[src/rtl/adres_cozucu_pkg.sv]
// Shared types and defaults for the load/store address decoder.
// Region codes are packed with channel 0 in the lowest field.
package adres_cozucu_pkg;

  typedef enum logic [1:0] {
    BOSTA  = 2'd0,
    ERISIM = 2'd1,
    YANIT  = 2'd2
  } durum_t;

  // ch0=0, ch1=1, ch2=2, ch3=4
  localparam logic [11:0] VARSAYILAN_BOLGE =
    {3'd4, 3'd2, 3'd1, 3'd0};

  localparam int VARSAYILAN_ZAMAN_ASIMI = 255;

endpackage

[src/rtl/adres_bolge_eslestirici.sv]
// Region-field comparator: one-hot hit vector, lowest channel wins.
// Purely combinational.
module adres_bolge_eslestirici #(
  parameter int KANAL = 4,
  parameter int S     = 3
) (
  input  logic [S-1:0]       alan_i,
  input  logic [KANAL*S-1:0] kodlar_i,
  output logic [KANAL-1:0]   isabet_o,
  output logic               herhangi_o
);

  logic bulundu;

  always_comb begin
    isabet_o = '0;
    bulundu  = 1'b0;
    for (int k = 0; k < KANAL; k++) begin
      if (!bulundu && (kodlar_i[k*S +: S] == alan_i)) begin
        isabet_o[k] = 1'b1;
        bulundu     = 1'b1;
      end
    end
    herhangi_o = bulundu;
  end

endmodule

[src/rtl/adres_cozucu.sv]
// Registered address decoder: one request in flight, per-target
// valid/ready handshake, error on unmapped address or timeout.
module adres_cozucu
  import adres_cozucu_pkg::*;
#(
  parameter int ADRES_BIT   = 32,
  parameter int VERI_BIT    = 32,
  parameter int KANAL       = 4,
  parameter int SECIM_MSB   = 30,
  parameter int SECIM_LSB   = 28,
  parameter logic [KANAL*(SECIM_MSB-SECIM_LSB+1)-1:0]
    BOLGE_KODLARI = VARSAYILAN_BOLGE,
  parameter int ZAMAN_ASIMI = VARSAYILAN_ZAMAN_ASIMI
) (
  input  logic                      clk_i,
  input  logic                      rst_i,
  input  logic                      istek_gecerli_i,
  output logic                      istek_hazir_o,
  input  logic [ADRES_BIT-1:0]      istek_adres_i,
  input  logic                      istek_yaz_i,
  input  logic [VERI_BIT-1:0]       istek_veri_i,
  input  logic [VERI_BIT/8-1:0]     istek_maske_i,
  output logic                      yanit_gecerli_o,
  output logic [VERI_BIT-1:0]       yanit_veri_o,
  output logic                      yanit_hata_o,
  output logic [KANAL-1:0]          kanal_gecerli_o,
  output logic                      kanal_yaz_o,
  output logic [ADRES_BIT-1:0]      kanal_adres_o,
  output logic [VERI_BIT-1:0]       kanal_veri_o,
  output logic [VERI_BIT/8-1:0]     kanal_maske_o,
  input  logic [KANAL-1:0]          kanal_hazir_i,
  input  logic [KANAL*VERI_BIT-1:0] kanal_veri_i
);

  localparam int S  = SECIM_MSB - SECIM_LSB + 1;
  localparam int MB = VERI_BIT / 8;
  localparam int SAYAC_BIT =
    (ZAMAN_ASIMI > 1) ? $clog2(ZAMAN_ASIMI) : 1;
  localparam int SON =
    (ZAMAN_ASIMI > 0) ? ZAMAN_ASIMI - 1 : 0;

  durum_t durum_q, durum_d;

  logic [KANAL-1:0]     secim_q;
  logic                 yaz_q;
  logic [ADRES_BIT-1:0] adres_q;
  logic [VERI_BIT-1:0]  veri_q;
  logic [MB-1:0]        maske_q;
  logic [SAYAC_BIT-1:0] sayac_q;
  logic [VERI_BIT-1:0]  yveri_q;
  logic                 yhata_q;

  logic [KANAL-1:0]    isabet;
  logic                isabet_var;
  logic                kabul;
  logic                hazir_sec;
  logic                zaman_doldu;
  logic [VERI_BIT-1:0] secilen_veri;

  adres_bolge_eslestirici #(
    .KANAL (KANAL),
    .S     (S)
  ) u_eslestirici (
    .alan_i     (istek_adres_i[SECIM_MSB:SECIM_LSB]),
    .kodlar_i   (BOLGE_KODLARI),
    .isabet_o   (isabet),
    .herhangi_o (isabet_var)
  );

  assign kabul     = (durum_q == BOSTA) && istek_gecerli_i;
  assign hazir_sec = |(kanal_hazir_i & secim_q);

  // Zero disables the timeout entirely.
  assign zaman_doldu = (ZAMAN_ASIMI != 0) &&
                       (sayac_q == SAYAC_BIT'(SON));

  always_comb begin
    secilen_veri = '0;
    for (int k = 0; k < KANAL; k++) begin
      if (secim_q[k]) begin
        secilen_veri = secilen_veri |
                       kanal_veri_i[k*VERI_BIT +: VERI_BIT];
      end
    end
  end

  always_ff @(posedge clk_i) begin
    if (!rst_i) begin
      durum_q <= BOSTA;
    end else begin
      durum_q <= durum_d;
    end
  end

  always_comb begin
    durum_d = durum_q;
    unique case (durum_q)
      BOSTA: begin
        if (istek_gecerli_i) begin
          durum_d = isabet_var ? ERISIM : YANIT;
        end
      end
      ERISIM: begin
        if (hazir_sec || zaman_doldu) begin
          durum_d = YANIT;
        end
      end
      YANIT:   durum_d = BOSTA;
      default: durum_d = BOSTA;
    endcase
  end

  always_comb begin
    istek_hazir_o   = 1'b0;
    yanit_gecerli_o = 1'b0;
    yanit_veri_o    = '0;
    yanit_hata_o    = 1'b0;
    kanal_gecerli_o = '0;
    unique case (1'b1)
      (durum_q == BOSTA):  istek_hazir_o = 1'b1;
      (durum_q == ERISIM): kanal_gecerli_o = secim_q;
      (durum_q == YANIT): begin
        yanit_gecerli_o = 1'b1;
        yanit_veri_o    = yveri_q;
        yanit_hata_o    = yhata_q;
      end
      default: ;
    endcase
  end

  // Hazir wins over the final timeout cycle.
  always_ff @(posedge clk_i) begin
    if (!rst_i) begin
      secim_q <= '0;
      yaz_q   <= 1'b0;
      adres_q <= '0;
      veri_q  <= '0;
      maske_q <= '0;
      sayac_q <= '0;
      yveri_q <= '0;
      yhata_q <= 1'b0;
    end else if (kabul) begin
      secim_q <= isabet;
      yaz_q   <= istek_yaz_i;
      adres_q <= istek_adres_i;
      veri_q  <= istek_veri_i;
      maske_q <= istek_maske_i;
      sayac_q <= '0;
      yveri_q <= '0;
      yhata_q <= !isabet_var;
    end else if (durum_q == ERISIM) begin
      sayac_q <= sayac_q + SAYAC_BIT'(1);
      if (hazir_sec) begin
        yhata_q <= 1'b0;
        yveri_q <= yaz_q ? '0 : secilen_veri;
      end else if (zaman_doldu) begin
        yhata_q <= 1'b1;
      end
    end
  end

  assign kanal_yaz_o   = yaz_q;
  assign kanal_adres_o = adres_q;
  assign kanal_veri_o  = veri_q;
  assign kanal_maske_o = maske_q;

endmodule

[config.mk]
export PLATFORM = sky130hd
export DESIGN_NAME = adres_cozucu
export DESIGN_NICKNAME = d
export VERILOG_FILES = /design/src/rtl/adres_cozucu_pkg.sv /design/src/rtl/adres_bolge_eslestirici.sv /design/src/rtl/adres_cozucu.sv
export SDC_FILE = /design/constraint.sdc
export NUM_CORES = 1
export LEC_CHECK = 0
export BUFFER_PORTS_ARGS = -buffer_cell sky130_fd_sc_hd__buf_4
export CORE_ASPECT_RATIO = 1.5
export CORE_MARGIN = 8
export CORE_UTILIZATION = 48
export CTS_CLUSTER_SIZE = 40
export DETAILED_ROUTE_END_ITERATION = 8
export PLACE_DENSITY_LB_ADDON = 0.15
export SYNTH_ARGS = -nofsm -noshare
export SYNTH_HDL_FRONTEND = slang
export SYNTH_SLANG_ARGS = --single-unit
[constraint.sdc]
create_clock -name clk_i -period 2.2 [get_ports clk_i]
set_clock_uncertainty 0.05 [all_clocks]
set_input_delay 0.44 -clock clk_i [delete_from_list [all_inputs] [get_ports clk_i]]
set_output_delay 0.44 -clock clk_i [all_outputs]
set_load 0.05 [all_outputs]
==> results by group, run 1 <==
Finish
  • Layout cell share with drive strength beyond 1: 37.5%
  • Filler instances: 818
  • Multi-input logic area: 2740 um^2
  • Synth-to-layout area growth: 54.6%
  • N_diodes: 0
  • Storage element area: 2320 um^2
  • Net count, final: 1171

Power
  • Max VDD drop: 0.000653 V
  • Total Power: 6.28 mW
  • PD cells: 753 nW/um^2
  • Lkg Pwr: 3.61 nW

STA
  • Relative slew slack: 59.0%
  • Final hold vios: 0
  • RSZ-0062 raised after global routing: no
  • Max Freq: 480 MHz
  • Tcrit/Tclk final: 94.7%
  • Fin crit period: 2.08 ns
  • Final Max Slew Viols: 0
  • Setup_tns: 0 ns
  • Worst Tran Pin Value: 0.615 ns
  • Worst setup margin: 0.117 ns
  • Final setup vio count: 0

Clock network
  • CTS max path bufs: 2
  • CTS tree: built
  • CTS H-tree depth: 4
  • CTS Hold Bufs: 0
  • Worst-path clk slew: 0.05 ns
  • Clock sink total: 116
  • Insertion delay to the later sink of the worst-skew pair: 0.41 ns
  • Num CTS Buffers: 17
  • Root Buffer: clkbuf_16
  • Setup Buffers After CTS: 0

Setup path
  • Worst r2r path cells: 5
  • Crit path kind: reg -> out
  • Flop-to-flop setup slack: 0.48 ns
  • Crit path max fanout: 34
  • WP data required: 1.71 ns
  • Worst setup EP type: output port
  • CP cell instances: nor2b_2 -> buf_6 -> and2_1 -> buf_4
  • Worst setup SP type: flip-flop
  • Max incr delay on CP: 0.39 ns
  • Largest delay share family, worst path: buffers and inverters
  • Bufs and invs on worst path: 2
  • Critical path data arrival time: 1.59 ns
  • Slowest cell on crit path: dfxtp_1
  • Worst R2R End: yveri_q[19]
  • Launching point of the worst reg2reg path: durum_q[0]

Die
  • Die width: 103 um
  • Die Y: 146 um
  • Effective utilization at floorplan: 49.0%
  • Io pins: 312
  • Num rows: 47
  • Total die area: 15000 um^2
  • Core Region: 11000 um^2

Synthesis
  • Post-Syn Area: 5390 um^2
  • Dominant cell type by area after synthesis: dfxtp_1
  • Most frequent cell after synthesis: nand2_1
  • Post-synthesis sequential area ratio: 43.1%
  • EDFF count, synth: 0
  • Netlist cell types: 37
  • Seq cells post-synth: 116
  • Yosys top cell area share: 43.1%
  • Largest cells by area after synthesis: dfxtp_1 43%, nand2_1 14%, a22oi_1 8.9%
  • Post-synth top cells: 206 x nand2_1, 116 x dfxtp_1, 71 x a21oi_1, 64 x a22oi_1, 60 x a21boi_1
  • Synth async-reset ratio: 0%
  • Syn nets: 883
  • Most used DFF post-synth: dfxtp_1
  • Synthesized area per cell: 7.97 um^2
  • Synth warn: 0
  • Cells after Synth: 677

Global routing
  • Global route overflow: 0
  • Total GRT Usage: 25.6%
  • Vias in the first global route: 6063
  • Antenna violations before repair: 0
  • Largest net degree at the start of global routing: 77
  • First-pass GRT wire length: 30200 um

Outcome
  • Outcome: finished clean

Detailed routing
  • Drt wl/cell: 17.5 um
  • Via count: 5924
  • Drt first pass iters: 5
  • Residual DRC: 0
  • Detailed Route Iter0 Violations: 259
  • Final WL: 19700 um
  • Routed Antenna Nets: 0
  • DR vias/cell: 5.27

Placed design
  • HPWL Detailed: 15300 um
  • PortBufs: 311
  • Placer's final routability congestion estimate: 0.913
  • Dpl ws: 0.337 ns

Hold path
  • Min-delay src: istek_adres_i[2]
  • Sink of the worst hold path: kanal_adres_o[2]
  • Worst hold stages: 3
  • Worst min-delay path category: in -> reg

Job
  • MaxCap Viol Count: 0
## cell type report
| class | count | share of cell area, % |
|---|---|---|
| sequential | 116 | 27.9 |
| clock buffer | 22 | 5.57 |
| clock inverter | 10 | 1.56 |
| tap | 147 | 2.21 |
| inverter | 1 | 0.0450 |
| multi-input combinational | 501 | 32.9 |
| timing repair buffer | 328 | 29.9 |
## report_power, final
part / switching, mW / leakage [nW] / internal (mW) / total, mW
clock network: 0.912 / 0.290 / 1.83 / 2.74
logic: 0.753 / 2.38 / 0.511 / 1.26
registers: 0.0636 / 0.946 / 2.21 / 2.27
total: 1.73 / 3.61 / 4.55 / 6.28
## state kept, by name (all words and copies together) (netlist names)
signal	flops
kanal_veri_o	32
kanal_maske_o	4
kanal_adres_o	32
yveri_q	32
durum_q	2
sayac_q	8
yhata_q	1
secim_q	4
kanal_yaz_o	1
## cell usage in the layout (no fill, tap or decap), types with 2 or more instances in the layout
cell type,count
dfxtp_1,116
buf_4,325
a21boi_0,11
bufinv_16,3
clkbuf_16,17
and2_1,37
clkinv_2,5
clkbuf_8,2
a22oi_1,64
nor2b_1,2
ha_1,2
clkinvlp_4,2
nor2_1,13
nand4_1,3
xor2_1,3
nand3_1,6
buf_12,2
xnor2_1,2
a21boi_1,60
a21oi_1,71
nand2_1,206
a22oi_2,2
or3_1,2
o21ai_0,2
clkbuf_1,3
## worst min-delay path, stage by stage
cell and delay [ns]:
buf_4 0.11, nand2_1 0.04, a21boi_1 0.05
## metrics by stage
stage	area, um^2	cells	util [%]	hold slack (ns)
finish	8340	1125	75.8	0.226
global route	8340	1125	75.8	0.218
CTS	8330	1125	75.8	0.216
detailed placement	7740	1093	70.4	0.393
global placement	7740	1093	70.4	0.387
floorplan	5400	677	-	0.382
## layer usage
metal	up-vias	track usage (%)	wire length [um]
li1	2879	-	-
met2	280	44.8	9940
met5	-	0	0
met4	0	13.2	741
met1	2712	23.8	6480
met3	53	12.0	2510
## timing repair
| action | in CTS | in global routing |
|---|---|---|
| hold endpoints to repair | 0 | 0 |
| setup endpoints to repair | 0 | 31 |
| gates resized for setup | 0 | 2 |
## cell families after synthesis
kind of cell	Yosys count	share of synthesized area, %
AOI/OAI and AO/OA	215	27.1
xor gates and xnor gates	5	0.812
adders and majority gates	2	0.464
buffers and inverters	60	6.22
and+or+nand+nor	279	22.4
DFF	116	43.1
## worst max path at each step
stage,slack (ns),endpoint,startpoint,cells past startpoint
6_report,0.12,yanit_veri_o[17],durum_q[1],4
5_1_grt,0.004,yanit_veri_o[17],durum_q[1],4
4_1_cts,0.01,kanal_gecerli_o[2],durum_q[0],3
3_5_place_dp,0.34,secim_q[2],istek_gecerli_i,6
3_3_place_gp,0.37,secim_q[2],istek_gecerli_i,6
2_1_floorplan,0.23,yanit_veri_o[22],durum_q[1],3
Note: power is estimated with default switching activity, not from simulation.
==> run 2, diff against run 1 <==
Settings changed: ABC_AREA from default to 1.
==> results by group, run 2 <==
Finish
  • Fin cells: 1314 (+17%)
  • Final instance area: 8630 um^2 (+3.5%)
  • Net count, final: 1360 (+16%)
  • Commonest non-fill, non-tap cell in the layout: buf_4
  • Layout cell share with drive strength beyond 1: 34.4% (-3.1 points)
  • Most frequent cells in the layout: 321 x buf_4, 253 x nand2_1, 212 x nor2_1
  • N_diodes: 0 (unchanged)
  • Synth-to-layout area growth: 57.9%
  • Finished Core Util: 78.0% (+2.2 points)

Global routing
  • First-pass GRT wire length: 30500 um (+0.98%)
  • Global route overflow: 0 (unchanged)
  • Largest net degree at the start of global routing: 77 (unchanged)
  • Total GRT Usage: 25.8% (+0.19 points)
  • Vias in the first global route: 6110 (+0.78%)
  • Antenna violations before repair: 0 (unchanged)

Die
  • Num rows: 47 (unchanged)
  • Total die area: 15100 um^2 (+1.1%)
  • Die width: 103 um (+0.54%)
  • Core Region: 11100 um^2 (+0.53%)
  • Io pins: 312 (unchanged)
  • Die Y: 147 um (+0.57%)
  • Effective utilization at floorplan: 49.4% (+0.36 points)

Outcome
  • Outcome: finished clean

Synthesis
  • Netlist cell types: 26 (-30%)
  • Synth Area in Adders: 0.458% (-0.0058 points)
  • Simple-gate area share of the yosys netlist: 40.2% (+18 points)
  • Largest cells by area after synthesis: dfxtp_1 43%, nand2_1 17%, nor2_1 17%
  • Post-Syn Area: 5460 um^2 (+1.3%)
  • Seq cells post-synth: 116 (unchanged)
  • Most frequent cell after synthesis: nand2_1
  • Post-synthesis sequential area ratio: 42.5% (-0.54 points)
  • Dominant cell type by area after synthesis: dfxtp_1
  • Post-synthesis compound-gate area fraction: 7.95% (-19 points)
  • Cells after Synth: 863 (+27%)
  • Largest family of logic cells by synthesized area: simple AND/OR/NAND/NOR gates
  • Synth warn: 0 (unchanged)
  • Mux cell area share after synthesis: 0% (unchanged)
  • Most used DFF post-synth: dfxtp_1
  • Synth async-reset ratio: 0% (unchanged)
  • Syn nets: 1069 (+21%)
  • Synthesized area per cell: 6.33 um^2 (-21%)
  • Post-synth top cells: 253 x nand2_1, 244 x nor2_1, 116 x dfxtp_1, 71 x o21ai_0, 52 x inv_1
  • EDFF count, synth: 0 (unchanged)
  • Yosys top cell area share: 42.5% (-0.54 points)
  • XOR/XNOR share of the synthesized area: 0.160% (-0.65 points)

Clock network
  • Clock sink total: 116 (unchanged)
  • CTS H-tree depth: 4 (unchanged)
  • CTS tree: built
  • Root Buffer: clkbuf_16
  • Num CTS Buffers: 17 (unchanged)
  • CTS max path bufs: 2 (unchanged)
  • Worst-path clk slew: 0.05 ns (about the same)
  • Setup Buffers After CTS: 0 (unchanged)
  • CTS Hold Bufs: 0 (unchanged)
  • Insertion delay to the later sink of the worst-skew pair: 0.40 ns (about the same)

Placed design
  • Placed Cells incl. Taps: 1281 (+17%)
  • PortBufs: 311 (unchanged)
  • Placed Instance Area: 8000 um^2 (+3.3%)
  • Placer's final routability congestion estimate: 0.858 (-6.0%)
  • Dpl ws: 0.337 ns (-0.000155 ns)
  • HPWL Detailed: 15000 um (-2.3%)

Setup path
  • Worst setup SP type: flip-flop
  • Crit path max fanout: 12 (-65%)
  • Max incr delay on CP: 0.45 ns (+0.06 ns)
  • WP data required: 1.71 ns (about the same)
  • Worst R2R End: yveri_q[17]
  • Worst r2r path cells: 8 (+3)
  • CP cell instances: nor2_4 -> inv_4 -> clkbuf_16 -> nor2_2 -> buf_4
  • Largest delay share family, worst path: buffers and inverters
  • Worst setup EP type: output port
  • Launching point of the worst reg2reg path: durum_q[0]
  • Crit path kind: reg -> out
  • Flop-to-flop setup slack: 0.45 ns (-0.03 ns)
  • Slowest cell on crit path: dfxtp_1
  • Bufs and invs on worst path: 3 (+1)
  • Critical path data arrival time: 1.66 ns (+0.07 ns)

Power
  • Internal power: 4.66 mW (+2.4%)
  • Comb power frac: 25.2% (+5.1 points)
  • Seq pwr share: 34.4% (-1.8 points)
  • Net Sw Frac: 31.5% (+3.9 points)
  • PD cells: 788 nW/um^2 (+4.7%)
  • Clk network pwr share: 40.3% (-3.3 points)
  • NetSw: 2.14 mW (+24%)
  • Max VDD drop: 0.000693 V (+6.1%)
  • Lkg Pwr: 3.93 nW (+8.7%)
  • Total Power: 6.80 mW (+8.3%)

Hold path
  • Worst hold stages: 3 (unchanged)
  • Sink of the worst hold path: kanal_adres_o[23]
  • Min-delay src: istek_adres_i[23]
  • Worst min-delay path category: in -> reg

STA
  • RSZ-0062 raised after global routing: no
  • Fin crit period: 2.15 ns (+0.0690 ns)
  • Final Max Slew Viols: 0 (unchanged)
  • Fin Hold WS: 0.221 ns (-0.00523 ns)
  • Worst setup margin: 0.0485 ns (-0.0690 ns)
  • Max Freq: 465 MHz (-3.2%)
  • Setup_tns: 0 ns (unchanged)
  • Final setup vio count: 0 (unchanged)
  • Tcrit/Tclk final: 97.8% (+3.1 points)
  • Relative slew slack: 61.0% (+2.0 points)
  • Final hold vios: 0 (unchanged)
  • Worst Tran Pin Value: 0.585 ns (-0.0298 ns)

Detailed routing
  • Via count: 6321 (+6.7%)
  • Residual DRC: 0 (unchanged)
  • DR vias/cell: 4.81 (-8.6%)
  • Routed Antenna Nets: 0 (unchanged)
  • Final WL: 20200 um (+2.6%)
  • Detailed Route Iter0 Violations: 248 (-4.2%)
  • Drt wl/cell: 15.4 um (-12%)
  • Drt first pass iters: 5 (unchanged)

Job
  • MaxCap Viol Count: 0 (unchanged)
==> run 2: changes by cell type in the layout (fill, tap and decap cells not counted), moves of 11 or more <==
cell / change
a22oi_1: -64
nor2_1: +199
nor2_4: +13
a21boi_1: -60
o21ai_0: +69
nand4_1: +31
a21oi_1: -60
inv_1: +50
nor2_2: +23
a21boi_0: -11
and2_1: -37
nand2_1: +47
==> run 2: worst max-delay path by stage <==
stage | from | cells past startpoint | end | slack (ns)
3_5_place_dp | durum_q[1] | 6 | yanit_veri_o[31] | 0.34
6_report | durum_q[0] | 5 | yanit_veri_o[28] | 0.05
5_1_grt | durum_q[1] | 6 | yanit_veri_o[28] | 0.003
4_1_cts | durum_q[1] | 6 | yanit_veri_o[31] | 0.05
3_3_place_gp | durum_q[1] | 6 | yanit_veri_o[0] | 0.39
2_1_floorplan | durum_q[1] | 5 | yanit_veri_o[11] | 0.02
==> run 2: power groups by stage <==
stage / clock [mW] / sequential, mW / combinational (mW)
after floorplan: 0 / 2.83 / 0.595
after global placement: 0 / 2.37 / 1.69
after detailed placement: 0 / 2.38 / 1.70
after CTS: 2.79 / 2.34 / 1.71
after global routing: 2.88 / 2.36 / 1.84
final: 2.74 / 2.34 / 1.72
==> run 2: area by class of cell <==
type | instances | area, um^2
tap | 147 | 184
inverter | 56 | 213
clock buffer | 19 | 433
sequential | 116 | 2320
multi-input combinational | 636 | 2800
fill | 903 | 2430
timing repair buffer | 327 | 2520
clock inverter | 13 | 160
==> run 2: logic make-up (layout without fill, tap and decap cells) <==
family	Yosys count	after routing
flip-flops	116	116
XOR/XNOR	1	1
buffers and inverters	111	415
adder cells (fa/ha/maj)	2	2
AND/OR/NAND/NOR	547	547
AO/OA/AOI/OAI	86	86
==> run 2: repair_timing <==
| action | 4_1_cts | 5_1_grt |
|---|---|---|
| gates cloned | 0 | 1 |
| endpoints found under the setup margin | 25 | 5 |
| resized for setup | 2 | 3 |
| pin swaps | 0 | 0 |
| endpoints found under the hold margin | 0 | 0 |
==> run 2: tightest hold or removal path: cells and delay by family <==
kind                   cells  cell delay [ns]
buffers and inverters      1             0.07
and+or+nand+nor            1             0.07
AOI/OAI and AO/OA          1             0.05
==> run 2: metal layers <==
layer | share of wire (%) | vias up | global-route usage [%]
li1 | - | 3247 | -
met3 | 12 | 27 | 11.9
met2 | 52 | 246 | 44.7
met1 | 35 | 2801 | 25.8
met4 | 2.1 | 0 | 9.75
met5 | 0 | - | 0
